## config.mk

```make
export PLATFORM = sky130hd
export DESIGN_NAME = pipe_adder
export DESIGN_NICKNAME = d
export VERILOG_FILES = /design/src/rtl/pipe_adder.sv
export SDC_FILE = /design/constraint.sdc
export NUM_CORES = 1
export LEC_CHECK = 0
export ABC_CLOCK_PERIOD_IN_PS = 6100
export BUFFER_PORTS_ARGS = -buffer_cell sky130_fd_sc_hd__buf_4
export CAP_MARGIN = 20
export CORE_ASPECT_RATIO = 2
export CORE_MARGIN = 3
export CORE_UTILIZATION = 50
export DETAILED_ROUTE_END_ITERATION = 8
export PLACE_DENSITY = 0.8
export SETUP_SLACK_MARGIN = 0.1
export SYNTH_ARGS = -nofsm -noshare
export SYNTH_HDL_FRONTEND = slang
export SYNTH_SLANG_ARGS = --single-unit
```

## constraint.sdc

```tcl
create_clock -name clk -period 6.1 [get_ports clk]
set_input_delay 0.61 -clock clk [delete_from_list [all_inputs] [get_ports clk]]
set_output_delay 0.61 -clock clk [all_outputs]
set_load 0.01 [all_outputs]
```

## src/rtl/pipe_adder.sv

```systemverilog
// Chunked ripple-pipelined adder/subtractor with valid/ready handshake.
// Each stage adds one CHUNK-wide slice of the operands plus the carry
// produced by the previous stage, so the long carry chain is broken into
// STAGES short ones. The whole pipeline advances together and freezes as
// one unit while the output beat is held by downstream backpressure.
module pipe_adder #(
    parameter int WIDTH = 16,
    parameter int CHUNK = 4
) (
    input  logic             clk,
    input  logic             rst,
    input  logic             in_valid,
    output logic             in_ready,
    input  logic [WIDTH-1:0] a,
    input  logic [WIDTH-1:0] b,
    input  logic             cin,
    input  logic             sub,
    output logic             out_valid,
    input  logic             out_ready,
    output logic [WIDTH-1:0] s,
    output logic             cout,
    output logic             ovf
);

    // WIDTH must be a whole multiple of CHUNK; CHUNK == WIDTH gives a
    // single-stage, latency-1 adder.
    localparam int STAGES = WIDTH / CHUNK;
    localparam int LAST   = STAGES - 1;

    // One slice of the addition, carry returned in the top bit.
    function automatic logic [CHUNK:0] add_chunk(
        input logic [CHUNK-1:0] x,
        input logic [CHUNK-1:0] y,
        input logic             c
    );
        return {1'b0, x} + {1'b0, y} + {{CHUNK{1'b0}}, c};
    endfunction

    // Stage register outputs, one element per stage.
    logic [WIDTH-1:0] a_p     [STAGES];
    logic [WIDTH-1:0] b_p     [STAGES];
    logic [WIDTH-1:0] sum_p   [STAGES];
    logic             carry_p [STAGES];
    logic             vld_p   [STAGES];

    logic [WIDTH-1:0] b_eff;
    logic             c_eff;
    logic             stall;

    // Subtraction is a + ~b + 1; cin only matters in add mode.
    assign b_eff = sub ? ~b : b;
    assign c_eff = sub ? 1'b1 : cin;

    // A held output beat freezes every stage, so nothing can be accepted.
    assign stall    = vld_p[LAST] && !out_ready;
    assign in_ready = !stall;

    assign out_valid = vld_p[LAST];
    assign s         = sum_p[LAST];
    assign cout      = carry_p[LAST];
    // Signed overflow: operands agree in sign but the result does not.
    // The last stage still carries the operand MSBs, and all three terms
    // are registered, so the flag is stable while the beat is held.
    assign ovf = (a_p[LAST][WIDTH-1] == b_p[LAST][WIDTH-1]) &&
                 (sum_p[LAST][WIDTH-1] != a_p[LAST][WIDTH-1]);

    for (genvar k = 0; k < STAGES; k++) begin : g_stage
        logic [WIDTH-1:0] a_in;
        logic [WIDTH-1:0] b_in;
        logic [WIDTH-1:0] sum_in;
        logic             c_in;
        logic             v_in;
        logic [CHUNK:0]   res;
        logic [WIDTH-1:0] sum_next;

        logic [WIDTH-1:0] a_r;
        logic [WIDTH-1:0] b_r;
        logic [WIDTH-1:0] sum_r;
        logic             carry_r;
        logic             vld_r;

        if (k == 0) begin : g_first
            // Stage 0 takes the handshake inputs directly; a bubble
            // (in_valid=0) enters as an invalid stage.
            assign a_in   = a;
            assign b_in   = b_eff;
            assign c_in   = c_eff;
            assign sum_in = '0;
            assign v_in   = in_valid;
        end else begin : g_next
            assign a_in   = a_p[k-1];
            assign b_in   = b_p[k-1];
            assign c_in   = carry_p[k-1];
            assign sum_in = sum_p[k-1];
            assign v_in   = vld_p[k-1];
        end

        assign res = add_chunk(a_in[k*CHUNK +: CHUNK], b_in[k*CHUNK +: CHUNK], c_in);

        // Insert this stage's slice into the partially built sum.
        always_comb begin
            sum_next                    = sum_in;
            sum_next[k*CHUNK +: CHUNK]  = res[CHUNK-1:0];
        end

        // Stage register: cleared by reset, held during stall.
        always_ff @(posedge clk) begin
            if (rst) begin
                vld_r   <= 1'b0;
                a_r     <= '0;
                b_r     <= '0;
                sum_r   <= '0;
                carry_r <= 1'b0;
            end else if (!stall) begin
                vld_r   <= v_in;
                a_r     <= a_in;
                b_r     <= b_in;
                sum_r   <= sum_next;
                carry_r <= res[CHUNK];
            end
        end

        assign a_p[k]     = a_r;
        assign b_p[k]     = b_r;
        assign sum_p[k]   = sum_r;
        assign carry_p[k] = carry_r;
        assign vld_p[k]   = vld_r;
    end

endmodule

```

# Yosys cells after proc, flatten, opt, wreduce, memory -nomap -nowiden
# Cells that the tools add are included.
dict set report op_classes {
  bitwise 1
  addsub 8
  muxes 2
  eq_ne 2
  n_reduce_logical 4
}
# op n
set op_table {}
lappend op_table {{$add 4x4->5} 4}
lappend op_table {{$add 5x1->5} 4}
lappend op_table {{$mux 16} 1}
lappend op_table {{$not 16->16} 1}
lappend op_table {{$logic_and 1x1->1} 2}
lappend op_table {{$logic_not 1->1} 2}
lappend op_table {{$eq 1x1->1} 1}
lappend op_table {{$mux 1} 1}
lappend op_table {{$ne 1x1->1} 1}
dict set report word_totals {
  inputBits 38
  reg_bits 176
  output_inout_bits 20
}

# Logic depth before layout (Yosys ltp)
dict set report depth {
  ltp_word 4
  depth_mapped 8
}

# Worst setup path after synthesis
# Ideal clock, no wire load.
dict set report synth_timing {
  path_kind {in2reg}
  start {input port sub}
  end {register g_stage[0].carry_r}
  n_path_buf 2
  path_slack_ps 3511
  required_time_ps 5975
  cell_stages 8
  t_arrival_ps 2464
  path_cell_list {buf_4 > buf_6 > or2_2 > fa_1 > fa_1 > a21o_1 > a211oi_1 > a211oi_1}
}
dict set report synth_via {
  elab_chain_len 3
}
# element line_no
set synth_rtl {}
lappend synth_rtl {{start, declared} 17} ;# input logic sub,
lappend synth_rtl {{$mux 16} 51} ;# assign b_eff = sub ? ~b : b;
lappend synth_rtl {{$add 4x4->5} 36} ;# return {1'b0, x} + {1'b0, y} + {{CHUNK{1'b0}}, c};
lappend synth_rtl {{$add 5x1->5 *} 36}
lappend synth_rtl {{end signal, assigned} 119} ;# carry_r <= res[CHUNK];
lappend synth_rtl {{end, declared} 79} ;# logic carry_r;
# Mark *: on every way between the ends. The rest lies on a longest branch, timed or not.
# A chain may end at the register's enable or synchronous reset.

# Worst setup path after layout
# Same ends and word-level chain as after synthesis.

==> out/qor.yml <==
path_class: "primary input to flop"
peakVddDrop_v: 0.000212
ff2ff_path_depth: 5
critical_path_arrival_ns: 2.48
multi_input_area_sq_um: 1970
ys_seq_area_share_pct: 47.1
max_freq_mhz: 434
p_per_area_nw_per_um2: 281
grt-ovfl-total: 0
ant_nets: 0
h-tree-depth: 3
num_vias: 3186
grt_antenna_before_repair: 0
syn_nets: 542
maxSlewHeadroom_pct: 30.3
cts_buffers: 9
yosys_warnings: 0
start_util_pct: 52.1
hpwl_um: 5020
firstDrtPassIters: 6
hold-worst-slack_ns: 0.450
grt_pass1_vias: 3145
hp-class: "flop to flop"
crit_required_ns: 6.27
fin_setup_tns_ns: 0
synth_ff_type: "dfxtp_1"
cts_tree: "yes"
drv_cap: 0
pwr-share-comb_pct: 10.7
insertedDiodeCount: 0
holdBufCountCts: 0
num_io_pins: 58
finalMaxSlewViolations: 0
postSynth.asyncResetShare_pct: 0
synth.cell_area_sq_um: 4170
synth_cell_types: 27
gp_congestion: 0.801
r2r-start: "out_valid$_SDFFE_PP0N_"
rsz0062_at_grt: "false"
wirelength_um: 7630
critPathCaptureType: "flop"
nFillCells: 706
drive_gt1_share_pct: 16.2
cts_resized: 0
status: "finished clean"
finalHoldViolations: 0
clk_pin_slew_ns: 0.06
io_buffers: 57
drt-initial-drc-count: 128
area_growth_pct: 15.0
cts-root-buf: "clkbuf_16"
rrSetupSlack_ns: 4.16
synth_edf_count: 0
grt_pass1_wl_um: 13400
final_common_cell: "nand2_1"
layout_min_cycle_time_ns: 2.31
internal_power_mw: 1.03
track_usage_pct: 17.3
grt_max_degree: 107
crit_fanout: 17
crit_start: "sub"
cts_buffer_depth: 2
hp-start: "s[3]$_SDFFE_PP0N_"
worst_slew_pin_slew_ns: 1.05
coreArea_sq_um: 8000
startpoint_type: "primary input"
clk_latency_ns: 0.34
ys_ff_latch: 98
die_width_um: 70.6
wl_per_cell_um: 12.3
power_leakage_nw: 1.96
synth.avg_cell_area_sq_um: 8.61
die_h_um: 135
p_seq_share_pct: 52.3
die_area_sq_um: 9540
placementRows: 46
whs_path_depth: 2
cts.sinks: 98
p_sw_share_pct: 23.5
netlist_instances: 484
most-common-layout-cells: "147 x nand2_1, 98 x dfxtp_1, 76 x a21oi_1"
detail_route.vias_per_cell: 5.13
switchingPower_uw: 316
final-seq-area_sq_um: 1960
finalCritPeriodShare_pct: 37.8
setup_violations: 0
cts_setup_buffers: 0
pwr-share-clk_pct: 37.0
drc: 0
layout.nets: 578
finalClockSkew_ns: 0.00712
critical path, stage by stage:
cell	delay [ns]
buf_4	0.20
or2_2	0.33
fa_1	0.42
fa_1	0.41
a21o_1	0.19
a211oi_1	0.24
a211oi_1	0.07
synth_stat cells, types with 8 or more instances:
cell type	n	share of area, %
a211oi_2	9	2.7
a21oi_1	76	9.1
xnor2_1	14	2.9
nor2_1	25	2.3
inv_1	8	0.72
buf_2	19	2.3
a211oi_1	13	2.3
ha_1	12	3.6
nand2_1	147	13
dfxtp_1	98	47
fa_1	8	3.8
cell families after synthesis:
group,after synthesis,share of synthesized area (%)
adders and majority gates,20,7.44
AOI/OAI and AO/OA,114,17.2
xor gates and xnor gates,20,4.20
buffers and inverters,43,5.70
and+or+nand+nor,189,18.4
DFF,98,47.1
final timing paths:
path / endpoint
worst min-delay path: s[3]$_SDFFE_PP0N_
worst max register to register: g_stage[0].sum_r[2]$_SDFFE_PP0N_
worst max-delay path: g_stage[0].carry_r$_SDFFE_PP0N_
worst min register to register: s[3]$_SDFFE_PP0N_
flip-flops by register name, indices dropped and copies added, names as in the netlist:
signal and flops:
g_stage.b_r 25, g_stage.vld_r 3, g_stage.sum_r 24, s 16, g_stage.a_r 25, g_stage.carry_r 3
cout 1, out_valid 1
metrics by stage:
step	worst slack [ns]	std cells	instance area [sq um]	util [%]	power, mW
after floorplan	3.51	484	4170	-	0.815
after global routing	3.68	621	4790	59.9	1.41
after global placement	3.47	605	4530	56.6	0.856
after detailed placement	3.45	605	4530	56.6	0.862
after CTS	3.80	621	4790	59.9	1.36
final	3.79	621	4790	59.9	1.35
power by group through the flow:
| stage | clock network (mW) | registers (mW) | logic [mW] |
|---|---|---|---|
| 2_1_floorplan | 0 | 0.715 | 0.0999 |
| 4_1_cts | 0.514 | 0.704 | 0.146 |
| 3_5_place_dp | 0 | 0.718 | 0.144 |
| 3_3_place_gp | 0 | 0.716 | 0.139 |
| 5_1_grt | 0.538 | 0.708 | 0.164 |
| 6_report | 0.498 | 0.703 | 0.143 |
layout make-up:
type                    instances  share of cell area, %
clock buffers                  11                   4.86
clock inverters                 5                  0.653
inverters                       9                  0.731
multi-input cells             343                   41.1
flip-flops and latches         98                   40.9
well taps                      96                   2.51
repair buffers                 59                   9.24
layer usage:
| metal | part of all wire [%] | up-vias | global-route usage, % |
|---|---|---|---|
| met2 | 53 | 50 | 31.4 |
| met4 | 1.7 | 0 | 6.59 |
| met3 | 3.6 | 7 | 3.79 |
| li1 | - | 1664 | - |
| met5 | 0 | - | 0 |
| met1 | 42 | 1465 | 19.4 |
Power figures use the tool's default switching activity.
